## config.mk

```make
export PLATFORM = sky130hd
export DESIGN_NAME = scan_unload
export DESIGN_NICKNAME = d
export VERILOG_FILES = /design/src/rtl/scan_pkg.sv /design/src/rtl/scan_misr.sv /design/src/rtl/scan_unload.sv
export SDC_FILE = /design/constraint.sdc
export NUM_CORES = 1
export LEC_CHECK = 0
export CAP_MARGIN = 20
export CORE_MARGIN = 4
export CORE_UTILIZATION = 45
export DETAILED_ROUTE_END_ITERATION = 16
export PLACE_DENSITY = 0.83
export SYNTH_ARGS = -nofsm -noshare
export SYNTH_HDL_FRONTEND = slang
export SYNTH_SLANG_ARGS = --single-unit
```

## constraint.sdc

```tcl
create_clock -name clock -period 1.7 [get_ports clock]
set_clock_uncertainty 0.05 [all_clocks]
set_input_delay 0.34 -clock clock [delete_from_list [all_inputs] [get_ports clock]]
set_output_delay 0.34 -clock clock [all_outputs]
set_load 0.1 [all_outputs]
```

## src/rtl/scan_pkg.sv

```systemverilog
// scan_pkg: shared state encoding, default MISR taps and parity helper for scan_unload.
package scan_pkg;
  typedef enum logic {IDLE, SHIFT} state_t;
  localparam logic [7:0] DEF_POLY = 8'h1D;
  function automatic logic parity(input logic [63:0] v);
    return ^v;
  endfunction
endpackage

```

## src/rtl/scan_misr.sv

```systemverilog
// scan_misr: response signature register, built only when SCAN_UNLOAD_MISR_EN is defined.
`ifdef SCAN_UNLOAD_MISR_EN
module scan_misr import scan_pkg::*; #(
  parameter int WIDTH = 8,
  parameter logic [WIDTH-1:0] POLY = WIDTH'(DEF_POLY)
) (
  input  logic             clock,
  input  logic             reset_l,
  input  logic             en,
  input  logic             clear,
  input  logic [WIDTH-1:0] din,
  output logic [WIDTH-1:0] sig
);
  // clear wins over the old signature, so a same-cycle capture folds into zero
  always_ff @(posedge clock)
    if (!reset_l) sig <= '0;
    else if (clear) sig <= en ? din : '0;
    else if (en) sig <= {sig[WIDTH-2:0], parity(64'(sig & POLY))} ^ din;
endmodule
`endif

```

## src/rtl/scan_unload.sv

```systemverilog
// scan_unload: captures a response vector and shifts it out LSB-first on a valid/ready channel.
// Define SCAN_UNLOAD_MISR_EN to fold every captured vector into the sig MISR; otherwise sig is 0.
module scan_unload import scan_pkg::*; #(
  parameter int WIDTH = 8,
  parameter logic [WIDTH-1:0] POLY = WIDTH'(DEF_POLY)
) (
  input  logic             clock,
  input  logic             reset_l,
  input  logic             cap_valid,
  input  logic [WIDTH-1:0] cap_data,
  output logic             cap_ready,
  output logic             so_valid,
  output logic             so_data,
  output logic             so_last,
  input  logic             so_ready,
  input  logic             sig_clear,
  output logic [WIDTH-1:0] sig
);
  localparam int CW = $clog2(WIDTH);
  state_t           state;
  logic [WIDTH-1:0] shreg;
  logic [CW-1:0]    cnt;
  logic             cap_fire;
  assign cap_fire = cap_valid && cap_ready;
  assign so_data  = shreg[0];
  // so_last is registered one beat early so it lines up with counter == WIDTH-1
  always_ff @(posedge clock)
    if (!reset_l) begin
      state     <= IDLE;
      shreg     <= '0;
      cnt       <= '0;
      cap_ready <= 1'b0;
      so_valid  <= 1'b0;
      so_last   <= 1'b0;
    end else if (state == IDLE) begin
      cap_ready <= !cap_fire;
      if (cap_fire) begin
        state    <= SHIFT;
        shreg    <= cap_data;
        cnt      <= '0;
        so_valid <= 1'b1;
        so_last  <= 1'b0;
      end
    end else if (so_ready) begin
      shreg <= shreg >> 1;
      if (so_last) begin
        state     <= IDLE;
        so_valid  <= 1'b0;
        so_last   <= 1'b0;
        cap_ready <= 1'b1;
      end else begin
        cnt     <= cnt + CW'(1);
        so_last <= cnt == CW'(WIDTH - 2);
      end
    end
`ifdef SCAN_UNLOAD_MISR_EN
  scan_misr #(.WIDTH(WIDTH), .POLY(POLY)) u_misr (
    .clock   (clock),
    .reset_l (reset_l),
    .en      (cap_fire),
    .clear   (sig_clear),
    .din     (cap_data),
    .sig     (sig)
  );
`else
  logic unused_sig_clear;
  assign unused_sig_clear = sig_clear;
  assign sig = '0;
`endif
endmodule
```

==> impl_results.md, run 1 <==
- Placeable Area: 0.00173 mm2
- CTS buffer count: 3
- Reg clk slew, reported paths: 80 ps
- Required @ worst endpoint: 1850 ps
- Vias in the first global route: 606
- Max incr delay on CP: 560 ps
- Net Sw Frac: 36.1%
- Crit path max fanout: 4
- Seq/Total Area, Yosys: 36.6%
- Peak supply drop: 0.460 mV
- Avg Cell Area, Syn: 10.1 um2
- CP max-delay cell: clkdlybuf4s50_1
- DRT antenna net count: 0
- DR vias: 659
- Drt first pass iters: 4
- CTS root buffer: clkbuf_4
- Largest family of logic cells by synthesized area: simple AND/OR/NAND/NOR gates
- Mux share of post-synthesis cell area: 8.55%
- Max Freq: 730 MHz
- Final wirelength: 1600 um
- Nature of the critical path startpoint: primary input
- Detail Placement HPWL: 1210 um
- # Max-Cap Violations: 0
- GRT Overall Usage: 12.9%
- Crit Path Class: in -> reg
- Clock network power share: 22.6%
- Largest net degree at the start of global routing: 14
- I/O pin total: 25
- Post-DP Area: 0.00101 mm2
- Area growth from synthesis to layout: 26.0%
- 1st-iter DRT viols: 8
- Cell area after layout: 0.00103 mm2
- Ranking of synthesized cells by area: dfxtp_1 37%, o31ai_2 12%, mux2i_1 8.5%
- Synth Area in Compound Gates: 17.9%
- Pins Over Slew Limit: 0
- CTS resizes: 0
- Yosys top cell by area: dfxtp_1
- Combinational power share: 31.6%
- Clk_lat worst skew: 270 ps
- Remaining DRCs: 0
- Sequential share of power: 45.8%
- Adder-cell area share of the yosys netlist: 3.05%
- Register Area: 302 um2
- RSZ-0062 raised after global routing: no
- Crit path buffers/inverters: 1
- Postcts setup bufs: 0
- Placer Congestion: 0.698
- Power Dens Cells: 835 mW/mm2
- Routed vias/inst: 5.36
- Xor and xnor area share after synthesis: 0%
- Die height: 50.7 um
- Max Buffers Root-to-Sink: 2
- Crit end category: flop
- H-tree levels: 1
- Synth warnings: 0
- First-pass GRT wire length: 2570 um
- Synth top area share: 36.6%
- Netlist Area Pre-Place: 820 um2
- Initial antenna violation count: 0
- Commonest non-fill, non-tap cells in the layout: 14 x dfxtp_1, 11 x nand4_1, 11 x clkdlybuf4s50_1
- Setup TNS: 0 ps
- Synth Area in Simple Gates: 20.3%
- Int Power: 0.000550 W
- Layout cells sized above 1: 26.5%
- Chip width: 50.7 um
- Hold Slack: 421 ps
- Hold_buf cts: 0
- Hold Violations, Final: 0
- Worst Hold Class: reg -> reg
- Total gr overflow: 0
- CTS tree: done
- Number of diodes: 0
- Commonest non-fill, non-tap cell in the layout: dfxtp_1
- Lkg Pwr: 0.394 nW
- Initial Util: 47.5%
- Final net count: 114
- # rows: 15
- Post-route clock period utilization: 80.5%
- Fillers: 162
- Yosys cell types: 26
- CP top delay family: buffers and inverters
- Worst-path cell chain: clkdlybuf4s50_1, nand3b_2, or3_1, a31oi_1
- Routed len/inst: 13.0 um
- Crit path arrival time: 1520 ps
- Multi-input combinational cell area: 438 um2
- CTS Sinks: 15
- Final worst path period need: 1370 ps
- Final Setup Violations: 0
- Sw Pwr: 0.000311 W
- Post-Syn Instances: 81
- FF+latch count, synth: 15
- Port bufs: 15
- Status: finished clean
- Die ar.: 0.00257 mm2
[logic make-up (layout without fill, tap and decap cells)]
kind of cell,count (synthesis),count (layout)
other cells,1,8
flops,15,15
mux,7,7
compound gates,15,15
fa+ha+maj,2,2
buf+inv,16,26
simple gates,25,25
[power groups by stage]
stage,sequential (W),clock [W],combinational [W]
3_5_place_dp,0.000403,0,0.000272
5_1_grt,0.000397,0.000214,0.000283
2_1_floorplan,0.000435,0,0.000182
6_report,0.000394,0.000195,0.000273
3_3_place_gp,0.000401,0,0.000268
4_1_cts,0.000394,0.000200,0.000273
[final cells by class]
cell class | instances | share of cell area [%]
clock buffer | 4 | 2.55
inverter | 2 | 0.727
multi-input combinational | 57 | 42.4
sequential | 15 | 29.2
tap | 25 | 3.03
timing repair buffer | 20 | 22.1
[metal layers]
| layer | track usage, % | share of wire, % | vias to the layer above |
|---|---|---|---|
| li1 | - | - | 319 |
| met1 | 15.7 | 43 | 304 |
| met2 | 21.7 | 48 | 30 |
| met3 | 2.67 | 7.7 | 6 |
| met4 | 5.38 | 1.6 | 0 |
| met5 | 0 | 0 | - |
[stage by stage]
stage	utilization (%)	cells	setup slack, ps	power (W)
2_1_floorplan	-	88	1.04	0.000617
5_1_grt	59.8	123	232	0.000895
4_1_cts	59.8	123	334	0.000867
3_5_place_dp	58.3	119	41.8	0.000675
3_3_place_gp	58.3	119	68.9	0.000669
6_report	59.8	123	331	0.000862
[worst paths after layout]
| check | startpoint | endpoint | slack (ps) | cells after the start |
|---|---|---|---|---|
| hold / removal | shreg[7]$_SDFFE_PN0P_ | shreg[7]$_SDFFE_PN0P_ | 420 | 2 |
| hold reg to reg | shreg[7]$_SDFFE_PN0P_ | shreg[7]$_SDFFE_PN0P_ | 420 | 2 |
| setup / recovery | so_ready | cnt[2]$_SDFFE_PN0P_ | 330 | 4 |
| setup reg to reg | state$_SDFF_PN0_ | shreg[6]$_SDFFE_PN0P_ | 360 | 4 |
[worst register-to-register path, cell delays in order (launching register included)]
cell and delay [ps]:
dfxtp_1 550, nand3b_4 260, buf_4 190, nand4_1 140
o31ai_2 80
[cell usage after synthesis]
master / number
nand4_1: 11
o31ai_1: 2
o211a_1: 1
o21ai_1: 1
mux2i_1: 7
nand2_2: 1
nand3_1: 2
ha_1: 2
nand3b_1: 1
clkbuf_1: 2
and2_4: 1
nand3b_4: 1
nand3b_2: 1
a31oi_1: 1
inv_2: 1
inv_1: 1
or3_1: 1
nand2_1: 5
buf_4: 8
buf_6: 2
buf_2: 2
nand4b_1: 1
dfxtp_1: 15
conb_1: 1
a21oi_1: 2
o31ai_2: 8
[flip-flops by register name, indices dropped and copies added (netlist names)]
signal and flops:
cap_ready 1, cnt 3, shreg 8, so_last 1, so_valid 1, state 1
Power figures use the tool's default switching activity.
==> run 2, diff against run 1 <==
- CORE_UTILIZATION: 45 -> 40
- PLACE_DENSITY: 0.83 -> 0.79
- clock period: 1.7 -> 1.2 ns (I/O delays scaled with it)
==> run 2 against run 1 <==
  * Utilization down 4.7 points
  * Final cell count grew 4.1%
  * Hold slack worse by 15 ps
  * Sequential power up 40%
  * Critical path depth grew 1
  * Clock power rose by 42%
==> impl_results.md, run 2 (synthesis gave the netlist of run 1 again) <==
- Status: finished clean
- Largest net degree at the start of global routing: 15
- Initial antenna violation count: 0
- Max Freq: 878 MHz
- Routed vias/inst: 5.12
- Hold Crit Start: so_ready
- Most flop-heavy register: shreg
- Detail Placement HPWL: 1260 um
- Post-Layout Cell Count: 128
- # rows: 16
- Max incr delay on CP: 500 ps
- 1st-iter DRT viols: 10
- Remaining DRCs: 0
- Max Buffers Root-to-Sink: 2
- GRT Overall Usage: 12.4%
- R2R Setup Slk: 70 ps
- Pins Over Slew Limit: 0
- Required @ worst endpoint: 1310 ps
- Register Area: 314 um2
- Multi-input combinational cell area: 447 um2
- Pre-CTS setup slack: -287 ps
- Clk_lat worst skew: 270 ps
- Drt first pass iters: 4
- Cell Count Post-Placement: 123
- Peak supply drop: 0.553 mV
- Pwr Total: 0.00123 W
- CP max-delay cell: clkdlybuf4s50_1
- Worst Hold Class: in -> reg
- Top Registers: shreg: 8 flops, cnt: 3 flops
- CTS buffer count: 3
- Routed len/inst: 13.2 um
- Total gr overflow: 0
- Area growth from synthesis to layout: 31.9%
- Number of diodes: 0
- Worst R2R Path Depth: 4
- H-tree levels: 1
- Chip width: 53.3 um
- DRT antenna net count: 0
- Reg2reg end: cnt[2]$_SDFFE_PN0P_
- Die height: 53.3 um
- Lkg Pwr: 0.439 nW
- Crit Path Class: in -> reg
- Worst Hold End: cnt[2]$_SDFFE_PN0P_
- Placeable Area: 0.00196 mm2
- WHS Path Cells: 4
- CTS tree: done
- Reg clk slew, reported paths: 90 ps
- Post-route clock period utilization: 94.9%
- Port bufs: 15
- Max reg flops: 8
- Worst-path cell chain: clkdlybuf4s50_1, nand3b_4, buf_4, nand4_1, o31ai_2
- Die ar.: 0.00284 mm2
- Hold_buf cts: 0
- Nature of the critical path startpoint: primary input
- Crit path max fanout: 14
- Setup TNS: 0 ps
- Layout cells sized above 1: 34.7%
- Power Dens Cells: 1140 mW/mm2
- Vias in the first global route: 578
- CTS root buffer: clkbuf_4
- Final net count: 117
- Final Setup Violations: 0
- Fin worst setup slack: 60.7 ps
- CTS Sinks: 15
- Crit path arrival time: 1250 ps
- Fillers: 184
- Crit end category: flop
- Reg-to-reg startpoint: state$_SDFF_PN0_
- First-pass GRT wire length: 2610 um
- Hold Violations, Final: 0
- Commonest non-fill, non-tap cells in the layout: 11 x nand4_1, 10 x clkdlybuf4s50_1
- # Max-Cap Violations: 0
- I/O pin total: 25
- Placer Congestion: 0.716
- Initial Util: 41.8%
- RSZ-0062 raised after global routing: yes
- Final wirelength: 1690 um
- Final worst path period need: 1140 ps
- Commonest non-fill, non-tap cell in the layout: nand4_1
- DR vias: 655
==> run 2: how the worst max path moves through the flow <==
stage,cells after the start,startpoint,to
4_1_cts,4,cnt[0]$_SDFFE_PN0P_,cnt[2]$_SDFFE_PN0P_
2_1_floorplan,4,cap_ready$_SDFFE_PN0P_,shreg[0]$_SDFFE_PN0P_
6_report,5,cap_valid,shreg[4]$_SDFFE_PN0P_
3_3_place_gp,4,so_ready,cnt[2]$_SDFFE_PN0P_
3_5_place_dp,4,so_ready,cnt[2]$_SDFFE_PN0P_
5_1_grt,4,state$_SDFF_PN0_,cnt[2]$_SDFFE_PN0P_
==> run 2: worst max-delay path, delay by kind of cell <==
family | cells | cell delay [ps]
buffers and inverters | 2 | 700
AND/OR/NAND/NOR | 2 | 220
AO/OA/AOI/OAI | 1 | 80
==> run 2: metrics by stage <==
step           area [um2]  utilization (%)  hold slack, ps
5_1_grt              1080             55.1             424
3_5_place_dp         1040             53.1             404
6_report             1080             55.1             407
2_1_floorplan         865                -             323
3_3_place_gp         1040             53.1             400
4_1_cts              1070             54.4             417
==> run 2: what timing repair did <==
item	4_1_cts	5_1_grt
resized for setup	0	4
endpoints found under the setup margin	0	9
buffers inserted	0	1
==> run 2: routing by layer <==
metal	global-route usage (%)	share of wire [%]
met5	0	0
met4	6.38	1.1
met3	1.97	5.9
met2	20.8	48
met1	15.0	45
==> run 2: where the power goes <==
| part | internal, W | leakage, nW | switching [W] |
|---|---|---|---|
| sequential | 0.000528 | 0.126 | 0.0000231 |
| clock | 0.000129 | 0.0150 | 0.000147 |
| combinational | 0.000130 | 0.298 | 0.000275 |
==> run 2: final cells by class <==
cell class / instances / share of cell area (%)
sequential: 15 / 29.1
multi-input combinational: 57 / 41.3
timing repair buffer: 23 / 23.4
clock buffer: 4 / 2.43
tap: 27 / 3.12
inverter: 2 / 0.694
==> run 3, diff against run 2 <==
- SKIP_CTS_REPAIR_TIMING: not set -> 1
- SLEW_MARGIN: not set -> 20
==> results of run 3 <==
No change in the layout: final DEF, timing and power equal those of run 2.
